### src/rtl/gfx_pkg.sv
// Shared graphics constants, coordinate types and fill-engine state encoding.
// Reused by the fill engine, blit engine and display scanout.
package gfx_pkg;

  localparam int H_RES         = 320;
  localparam int V_RES         = 200;
  localparam int BYTES_PER_ROW = H_RES / 8;
  localparam int ADDR_W        = 13;

  typedef logic [8:0] x_t;
  typedef logic [7:0] y_t;

  typedef enum logic [1:0] {
    IDLE,
    SETUP,
    WRITE,
    DONE
  } fill_state_e;

  localparam x_t X_MAX = x_t'(H_RES - 1);
  localparam y_t Y_MAX = y_t'(V_RES - 1);
  localparam logic [ADDR_W-1:0] ROW_STRIDE = ADDR_W'(BYTES_PER_ROW);

endpackage

### src/rtl/edge_mask_gen.sv
// Per-byte pixel enable for a horizontal span; LSB is the leftmost pixel.
// Edge bytes trim pixels outside [xl, xr]; interior bytes enable all eight.
module edge_mask_gen (
  input  logic [2:0] xl_i,
  input  logic [2:0] xr_i,
  input  logic       is_left_i,
  input  logic       is_right_i,
  output logic [7:0] mask_o
);

  always_comb begin
    mask_o = 8'hFF;
    if (is_left_i) begin
      mask_o = mask_o & (8'hFF << xl_i);
    end
    if (is_right_i) begin
      mask_o = mask_o & (8'hFF >> (3'd7 - xr_i));
    end
  end

endmodule

### src/rtl/rect_fill_engine.sv
// Solid-rectangle fill for the 1bpp 320x200 framebuffer: walks the clipped
// rectangle row by row, issuing one masked byte write per accepted handshake.
module rect_fill_engine
  import gfx_pkg::*;
(
  input  logic              clk_i,
  input  logic              rst_ni,
  input  logic              start_fill_i,
  input  logic              fill_value_i,
  input  x_t                x1_i,
  input  y_t                y1_i,
  input  x_t                x2_i,
  input  y_t                y2_i,
  output logic              busy_o,
  output logic              done_o,
  output logic              fb_we_o,
  output logic [ADDR_W-1:0] fb_addr_o,
  output logic [7:0]        fb_data_o,
  output logic [7:0]        fb_mask_o,
  input  logic              fb_ready_i
);

  fill_state_e       state_q, state_d;
  x_t                x1_q, x1_d, x2_q, x2_d;
  y_t                y1_q, y1_d, y2_q, y2_d;
  logic              fill_q, fill_d;
  logic [2:0]        xlLo_q, xlLo_d, xrLo_q, xrLo_d;
  logic [5:0]        bl_q, bl_d, br_q, br_d, col_q, col_d;
  y_t                yb_q, yb_d, row_q, row_d;
  logic [ADDR_W-1:0] rowBase_q, rowBase_d;

  x_t                xlMin, xrMax, xlClip, xrClip;
  y_t                ytMin, ybMax, ytClip, ybClip;
  logic [ADDR_W-1:0] ytWide, rowBaseInit, wrAddr;
  logic [7:0]        wrMask;
  logic              inWrite;

  assign xlMin  = (x1_q < x2_q) ? x1_q : x2_q;
  assign xrMax  = (x1_q < x2_q) ? x2_q : x1_q;
  assign ytMin  = (y1_q < y2_q) ? y1_q : y2_q;
  assign ybMax  = (y1_q < y2_q) ? y2_q : y1_q;
  assign xlClip = (xlMin > X_MAX) ? X_MAX : xlMin;
  assign xrClip = (xrMax > X_MAX) ? X_MAX : xrMax;
  assign ytClip = (ytMin > Y_MAX) ? Y_MAX : ytMin;
  assign ybClip = (ybMax > Y_MAX) ? Y_MAX : ybMax;

  // 40 bytes per row = 32 + 8, so the row base is two shifted copies of y.
  assign ytWide      = {{(ADDR_W-8){1'b0}}, ytClip};
  assign rowBaseInit = (ytWide << 5) + (ytWide << 3);

  assign wrAddr  = rowBase_q + {{(ADDR_W-6){1'b0}}, col_q};
  assign inWrite = (state_q == WRITE);

  edge_mask_gen u_edge_mask_gen (
    .xl_i       (xlLo_q),
    .xr_i       (xrLo_q),
    .is_left_i  (col_q == bl_q),
    .is_right_i (col_q == br_q),
    .mask_o     (wrMask)
  );

  assign busy_o    = (state_q != IDLE);
  assign done_o    = (state_q == DONE);
  assign fb_we_o   = inWrite;
  assign fb_addr_o = inWrite ? wrAddr : '0;
  assign fb_mask_o = inWrite ? wrMask : 8'h00;
  assign fb_data_o = {8{fill_q}};

  always_comb begin
    state_d   = state_q;
    x1_d      = x1_q;
    x2_d      = x2_q;
    y1_d      = y1_q;
    y2_d      = y2_q;
    fill_d    = fill_q;
    xlLo_d    = xlLo_q;
    xrLo_d    = xrLo_q;
    bl_d      = bl_q;
    br_d      = br_q;
    col_d     = col_q;
    yb_d      = yb_q;
    row_d     = row_q;
    rowBase_d = rowBase_q;
    case (state_q)
      IDLE: begin
        if (start_fill_i) begin
          x1_d    = x1_i;
          x2_d    = x2_i;
          y1_d    = y1_i;
          y2_d    = y2_i;
          fill_d  = fill_value_i;
          state_d = SETUP;
        end
      end
      SETUP: begin
        xlLo_d    = xlClip[2:0];
        xrLo_d    = xrClip[2:0];
        bl_d      = xlClip[8:3];
        br_d      = xrClip[8:3];
        col_d     = xlClip[8:3];
        row_d     = ytClip;
        yb_d      = ybClip;
        rowBase_d = rowBaseInit;
        state_d   = WRITE;
      end
      WRITE: begin
        if (fb_ready_i) begin
          if (col_q < br_q) begin
            col_d = col_q + 6'd1;
          end else if (row_q < yb_q) begin
            col_d     = bl_q;
            row_d     = row_q + 8'd1;
            rowBase_d = rowBase_q + ROW_STRIDE;
          end else begin
            state_d = DONE;
          end
        end
      end
      DONE: begin
        state_d = IDLE;
      end
      default: begin
        state_d = IDLE;
      end
    endcase
  end

  always_ff @(posedge clk_i or negedge rst_ni) begin
    if (!rst_ni) begin
      state_q   <= IDLE;
      x1_q      <= '0;
      x2_q      <= '0;
      y1_q      <= '0;
      y2_q      <= '0;
      fill_q    <= 1'b0;
      xlLo_q    <= '0;
      xrLo_q    <= '0;
      bl_q      <= '0;
      br_q      <= '0;
      col_q     <= '0;
      yb_q      <= '0;
      row_q     <= '0;
      rowBase_q <= '0;
    end else begin
      state_q   <= state_d;
      x1_q      <= x1_d;
      x2_q      <= x2_d;
      y1_q      <= y1_d;
      y2_q      <= y2_d;
      fill_q    <= fill_d;
      xlLo_q    <= xlLo_d;
      xrLo_q    <= xrLo_d;
      bl_q      <= bl_d;
      br_q      <= br_d;
      col_q     <= col_d;
      yb_q      <= yb_d;
      row_q     <= row_d;
      rowBase_q <= rowBase_d;
    end
  end

endmodule

### config.mk
export PLATFORM = sky130hd
export DESIGN_NAME = rect_fill_engine
export DESIGN_NICKNAME = d
export VERILOG_FILES = /design/src/rtl/gfx_pkg.sv /design/src/rtl/edge_mask_gen.sv /design/src/rtl/rect_fill_engine.sv
export SDC_FILE = /design/constraint.sdc
export NUM_CORES = 1
export LEC_CHECK = 0
export BUFFER_PORTS_ARGS = -buffer_cell sky130_fd_sc_hd__buf_2
export CORE_UTILIZATION = 55
export DETAILED_ROUTE_END_ITERATION = 6
export PLACE_DENSITY = 0.76
export SETUP_SLACK_MARGIN = 0.02
export SYNTH_ARGS = -nofsm -noshare
export SYNTH_HDL_FRONTEND = slang
export SYNTH_HIERARCHICAL = 1
export SYNTH_SLANG_ARGS = --single-unit
### constraint.sdc
create_clock -name clk_i -period 3.4 [get_ports clk_i]
set_input_delay 0.17 -clock clk_i [delete_from_list [all_inputs] [get_ports clk_i]]
set_output_delay 0.17 -clock clk_i [all_outputs]
set_load 0.03 [all_outputs]
Yosys cells after proc, flatten, opt, wreduce, memory -nomap -nowiden
Cells that the tools add are included.
{"block": "word_totals", "regBits": 90, "inputBits": 39, "out_inout_bits": 32, "wordCells": 78}
{"block": "op_classes", "n_addsub": 6, "order_cmp": 8, "eq_ne": 11, "shifts": 2, "n_mux": 29, "bitwise_logic": 1, "reduce_logical": 7}
{"cell": "$mux W8", "n": 10}
{"cell": "$mux W13", "n": 4}
{"cell": "$mux W9", "n": 4}
{"cell": "$pmux W13 S2", "n": 1}
{"cell": "$gt A9 B9 Y1 const B", "n": 2}
{"cell": "$mux W6", "n": 3}
{"cell": "$gt A8 B8 Y1 const B", "n": 2}
{"cell": "$lt A8 B8 Y1", "n": 2}
{"cell": "$pmux W8 S2", "n": 1}
{"cell": "$add A13 B11 Y13", "n": 1}
{"cell": "$add A13 B6 Y13", "n": 1}
{"cell": "$add A13 B6 Y13 const B", "n": 1}
{"cell": "$eq A6 B6 Y1", "n": 2}
{"cell": "$pmux W6 S2", "n": 1}
{"cell": "$lt A9 B9 Y1", "n": 1}
{"cell": "$add A8 B1 Y8 const B", "n": 1}
{"cell": "$and A8 B8 Y8", "n": 1}
{"cell": "$mux W2", "n": 4}
{"cell": "$ne A2 B2 Y1 const B", "n": 4}
{"cell": "$pmux W2 S4", "n": 1}
{"cell": "$reduce_and A4 Y1", "n": 2}
{"cell": "$shl A8 B3 Y8 const A", "n": 1}
{"cell": "$shr A8 B3 Y8 const A", "n": 1}
{"cell": "$add A6 B1 Y6 const B", "n": 1}
{"cell": "other kinds (10)", "n": 12}

Depth between registers and ports, before layout
{"block": "depth", "word_depth": 6, "mapped_depth": 16, "ltp_nobuf": 14}

By module
The synthesis kept the hierarchy.
{"module": "rect_fill_engine", "n_inst": 1, "cells_per_inst": 618, "area_each_um2": 5934.4, "seq_area_each_um2": 2177.1}
{"module": "edge_mask_gen", "n_inst": 1, "cells_per_inst": 17, "area_each_um2": 120.1, "seq_area_each_um2": 0.0}

Worst setup path after synthesis
Ideal clock, no wire load.
{"block": "synth_timing", "path_type": "reg-to-reg", "start": "register y2_q[7]", "end": "register rowBase_q[11]", "setup_time_ns": 0.128, "arrival_ns": 3.031, "required_time_ns": 3.272, "slack_ns": 0.241, "path_stages_with_launch": 17, "path_buffers": 2, "synth_period_minus_slack_ns": 3.159, "path_cell_list": "dfrtp_1 -> inv_1 -> ha_1 -> a21oi_1 -> o21ai_0 -> a21oi_1 -> buf_2 -> buf_2 -> mux2i_1 -> ha_1 -> fa_1 -> a21oi_1 -> o21ai_0 -> a21o_1 -> a21oi_1 -> and3_1 -> nor3_1"}
{"block": "synth_between", "elab_chain_len": 6}
{"element": "start: declaration", "line": "rect_fill_engine.sv:25", "text": "y_t y1_q, y1_d, y2_q, y2_d;"}
{"element": "start signal: assignment", "line": "rect_fill_engine.sv:149", "text": "y2_q <= y2_d;"}
{"element": "$lt A8 B8 Y1", "line": "rect_fill_engine.sv:40", "text": "assign ytMin = (y1_q < y2_q) ? y1_q : y2_q;"}
{"element": "$mux W8 (*)", "line": "rect_fill_engine.sv:40"}
{"element": "$gt A8 B8 Y1", "line": "rect_fill_engine.sv:44", "text": "assign ytClip = (ytMin > Y_MAX) ? Y_MAX : ytMin;"}
{"element": "$mux W8 (*)", "line": "rect_fill_engine.sv:44"}
{"element": "$add A13 B11 Y13 (*)", "line": "rect_fill_engine.sv:49", "text": "assign rowBaseInit = (ytWide << 5) + (ytWide << 3);"}
{"element": "$pmux W13 S2 (*)", "line": "rect_fill_engine.sv:84", "text": "case (state_q)"}
{"element": "end signal: assignment", "line": "rect_fill_engine.sv:158", "text": "rowBase_q <= rowBase_d;"}
{"element": "end: declaration", "line": "rect_fill_engine.sv:30", "text": "logic [ADDR_W-1:0] rowBase_q, rowBase_d;"}
Every way passes the cells marked *; elsewhere a longest branch is shown, timed or not.
A chain may end at the register's enable or synchronous reset.

Worst setup path after layout
{"block": "layout_timing", "start": "register y2_q[5]", "end": "register rowBase_q[12]"}
The elaborated chain is that of the path after synthesis.

==> run metrics <==
status finished clean; pre-CTS setup slack 126 ps; cell count after placement 819; Ports 71; CTS tree yes; grt met3 use 0.0255; area of the core 10500 um^2; arrival time of the worst setup path 3440 ps; Rel. slew slack 0.343; Post-Syn Area per Cell 9.53 um^2; Post-synth ARST share 1.00; Worst setup EP type register; Buf+Inv Stages, Crit Path 3; CP required 3620 ps; RSZ-0062 raised after global routing true; Seq cells post-synth 87; Yosys warning count 6; Nets 785; top cells by area, synth dfrtp_1 (36%), mux2_2 (9.7%), ha_1 (9.3%); gr busiest metal met2; Cell Area, Synth 6050 um^2; Post-synth EDFFs 0; detailed placer's ending HPWL 10.1 mm; Vias/cell 5.81; largest net degree at the start of global routing 65; HP Class in2reg; first-pass GRT wire length 23.4 mm; Initial Utilization 0.576; Worst path slowest cell mux2i_1; count of different cell masters after synthesis 67; initial antenna violation count 0; final worst slack 177 ps; grt ovf 0; Max Slew Vio Count 0; CP delay by family, top compound AO/OA/AOI/OAI gates; GR Layer Usage met1 0.375; final clock skew 9.84 ps; die width 107 um; min cycle time layout 3220 ps; crit-path max FO 12; vias in the first global route 4729; TritonRoute pass-1 iters 5; die area 11400 um^2; Root Driver clkbuf_8; synth-to-layout area growth 11.7%; crit share post-route 0.948; final wirelength 13.8 mm; Slew @ Worst Pin 984 ps; Total GRT Usage 0.259; RD Place Congestion 0.866; ANT cells 0; startpoint types register; Setup CP Type reg2reg; maxcap violations 0; GRT met2 Usage 0.407; post-synth top area share 0.360; Main synth FF type dfrtp_1; Skew-Pair Late Insertion Delay 360 ps; drc violations 0; utilization after layout 0.644; Critical Path Most Common Cell o21ai_0; routed vias 4878; Syn Nets 720; Final Hold Fails 0; Final setup violation count 0; layout cells sized above 1 0.251; clock sinks 87; Synth Instances 635; max incr delay on CP 470 ps; Max Freq 310 MHz; First DRT Iteration DRCs 296; Final Non-Filler Cells 840; sequential-to-total area share from yosys stat 0.360; cell taking the most area after synthesis dfrtp_1; wire length per cell 16.4 um; Clock transition at path regs 80 ps; Die Ht 107 um; Final TNS setup 0 ps; antenna-violating nets left 0; input/output buffers 70; Max clock buf depth 2; std cell rows 37; CTS H-tree depth 3; TritonCTS Buffers 9; cell breakdown of the critical path inv_1 > ha_1 > a21oi_1 > o21ai_0 > a21oi_2 > buf_12 > buf_4 > mux2i_1 > ha_1 > o21ai_0 > o21ai_0 > nand3_1 > xnor2_1 > mux2i_1 > o211ai_1
through the flow:
step	hold slack (ps)	instance area, um^2
after floorplan	-126	6050
after global placement	312	6520
after detailed placement	315	6520
after CTS	28.0	6720
after global routing	26.7	6760
final	37.1	6760
Yosys cell counts (3+ instances only):
master,number
o21ai_0,32
clkbuf_1,17
mux2i_1,33
nor3_1,13
o211ai_1,5
a211oi_1,8
o21ai_1,3
nand4_1,5
and2_1,13
xnor2_1,18
ha_1,45
nand2_1,32
a221oi_1,3
nor2b_1,8
a31oi_1,15
mux2_2,52
xor2_1,6
and3_1,6
a21o_1,5
nor2_1,56
buf_4,10
buf_2,3
o32ai_1,3
inv_1,44
a21oi_1,39
nor4_1,4
or3_1,7
nand3_1,14
nand2b_1,5
dfrtp_1,87
state kept, by name, indices dropped and copies added (netlist names):
name,flops
row_q,8
y2_q,8
y1_q,8
bl_q,6
x2_q,9
state_q,2
yb_q,8
rowBase_q,10
xrLo_q,3
fill_q,1
x1_q,9
br_q,6
xlLo_q,3
col_q,6
repair_timing:
| item | CTS | global route |
|---|---|---|
| gates resized for setup | 0 | 4 |
| buffers inserted | 0 | 5 |
| setup endpoints to repair | 0 | 2 |
| hold buffers | 1 | 0 |
| hold endpoints to repair | 63 | 0 |
logic make-up after synthesis:
kind of cell	count (synthesis)	synth area share
flops	87	0.360
compound gates	142	0.162
xor+xnor	24	0.0347
simple gates	173	0.140
buf+inv	78	0.0564
mux	85	0.151
fa+ha+maj	46	0.0963
placed cells by master (no fill, tap or decap), drive strengths merged, types with 3 or more instances in the layout:
cell type  netlist  final
clkbuf          17     12
o211ai           5      5
nor2            56     56
nand2b           5      5
xor2             6      6
nor2b            8      8
nor4             4      4
nand4            5      5
a211oi           9      9
nand3           14     14
mux2            52     52
inv             44     44
nand2           32     32
ha              45     45
dfrtp           87     87
xnor2           18     18
and2            15     15
clkinv           1      3
mux2i           33     33
buf             16     86
o21ai           37     37
a221oi           4      4
a21o             6      6
nor3            14     14
a31oi           16     16
a21oi           40     40
o32ai            3      3
and3             7      7
or3              7      7
path summary, 6_finish.rpt:
check	to	cells after the start	start	slack, ps
max	rowBase_q[12]	15	y2_q[5]	180
min	y2_q[3]	2	y2_i[3]	40
max reg2reg	rowBase_q[12]	15	y2_q[5]	180
min reg2reg	x2_q[7]	1	x2_q[7]	510
max in group asynchronous	bl_q[3]	3	rst_ni	2090
min in group asynchronous	rowBase_q[9]	2	rst_ni	430
cell type report:
type	instances	area, um^2
inverters	45	169
repair buffers	87	495
clock buffers	12	145
clock inverters	3	43.8
fillers	853	3740
well taps	136	170
multi-input cells	470	3560
flip-flops and latches	87	2180
routing by layer:
layer	up-vias	share of wire
met1	2307	0.48
met5	-	0
met4	0	0.019
li1	2394	-
met3	19	0.049
met2	158	0.45
Power is not shown: default switching activity piles up to over one toggle a cycle in this logic, so the estimate is an artifact.
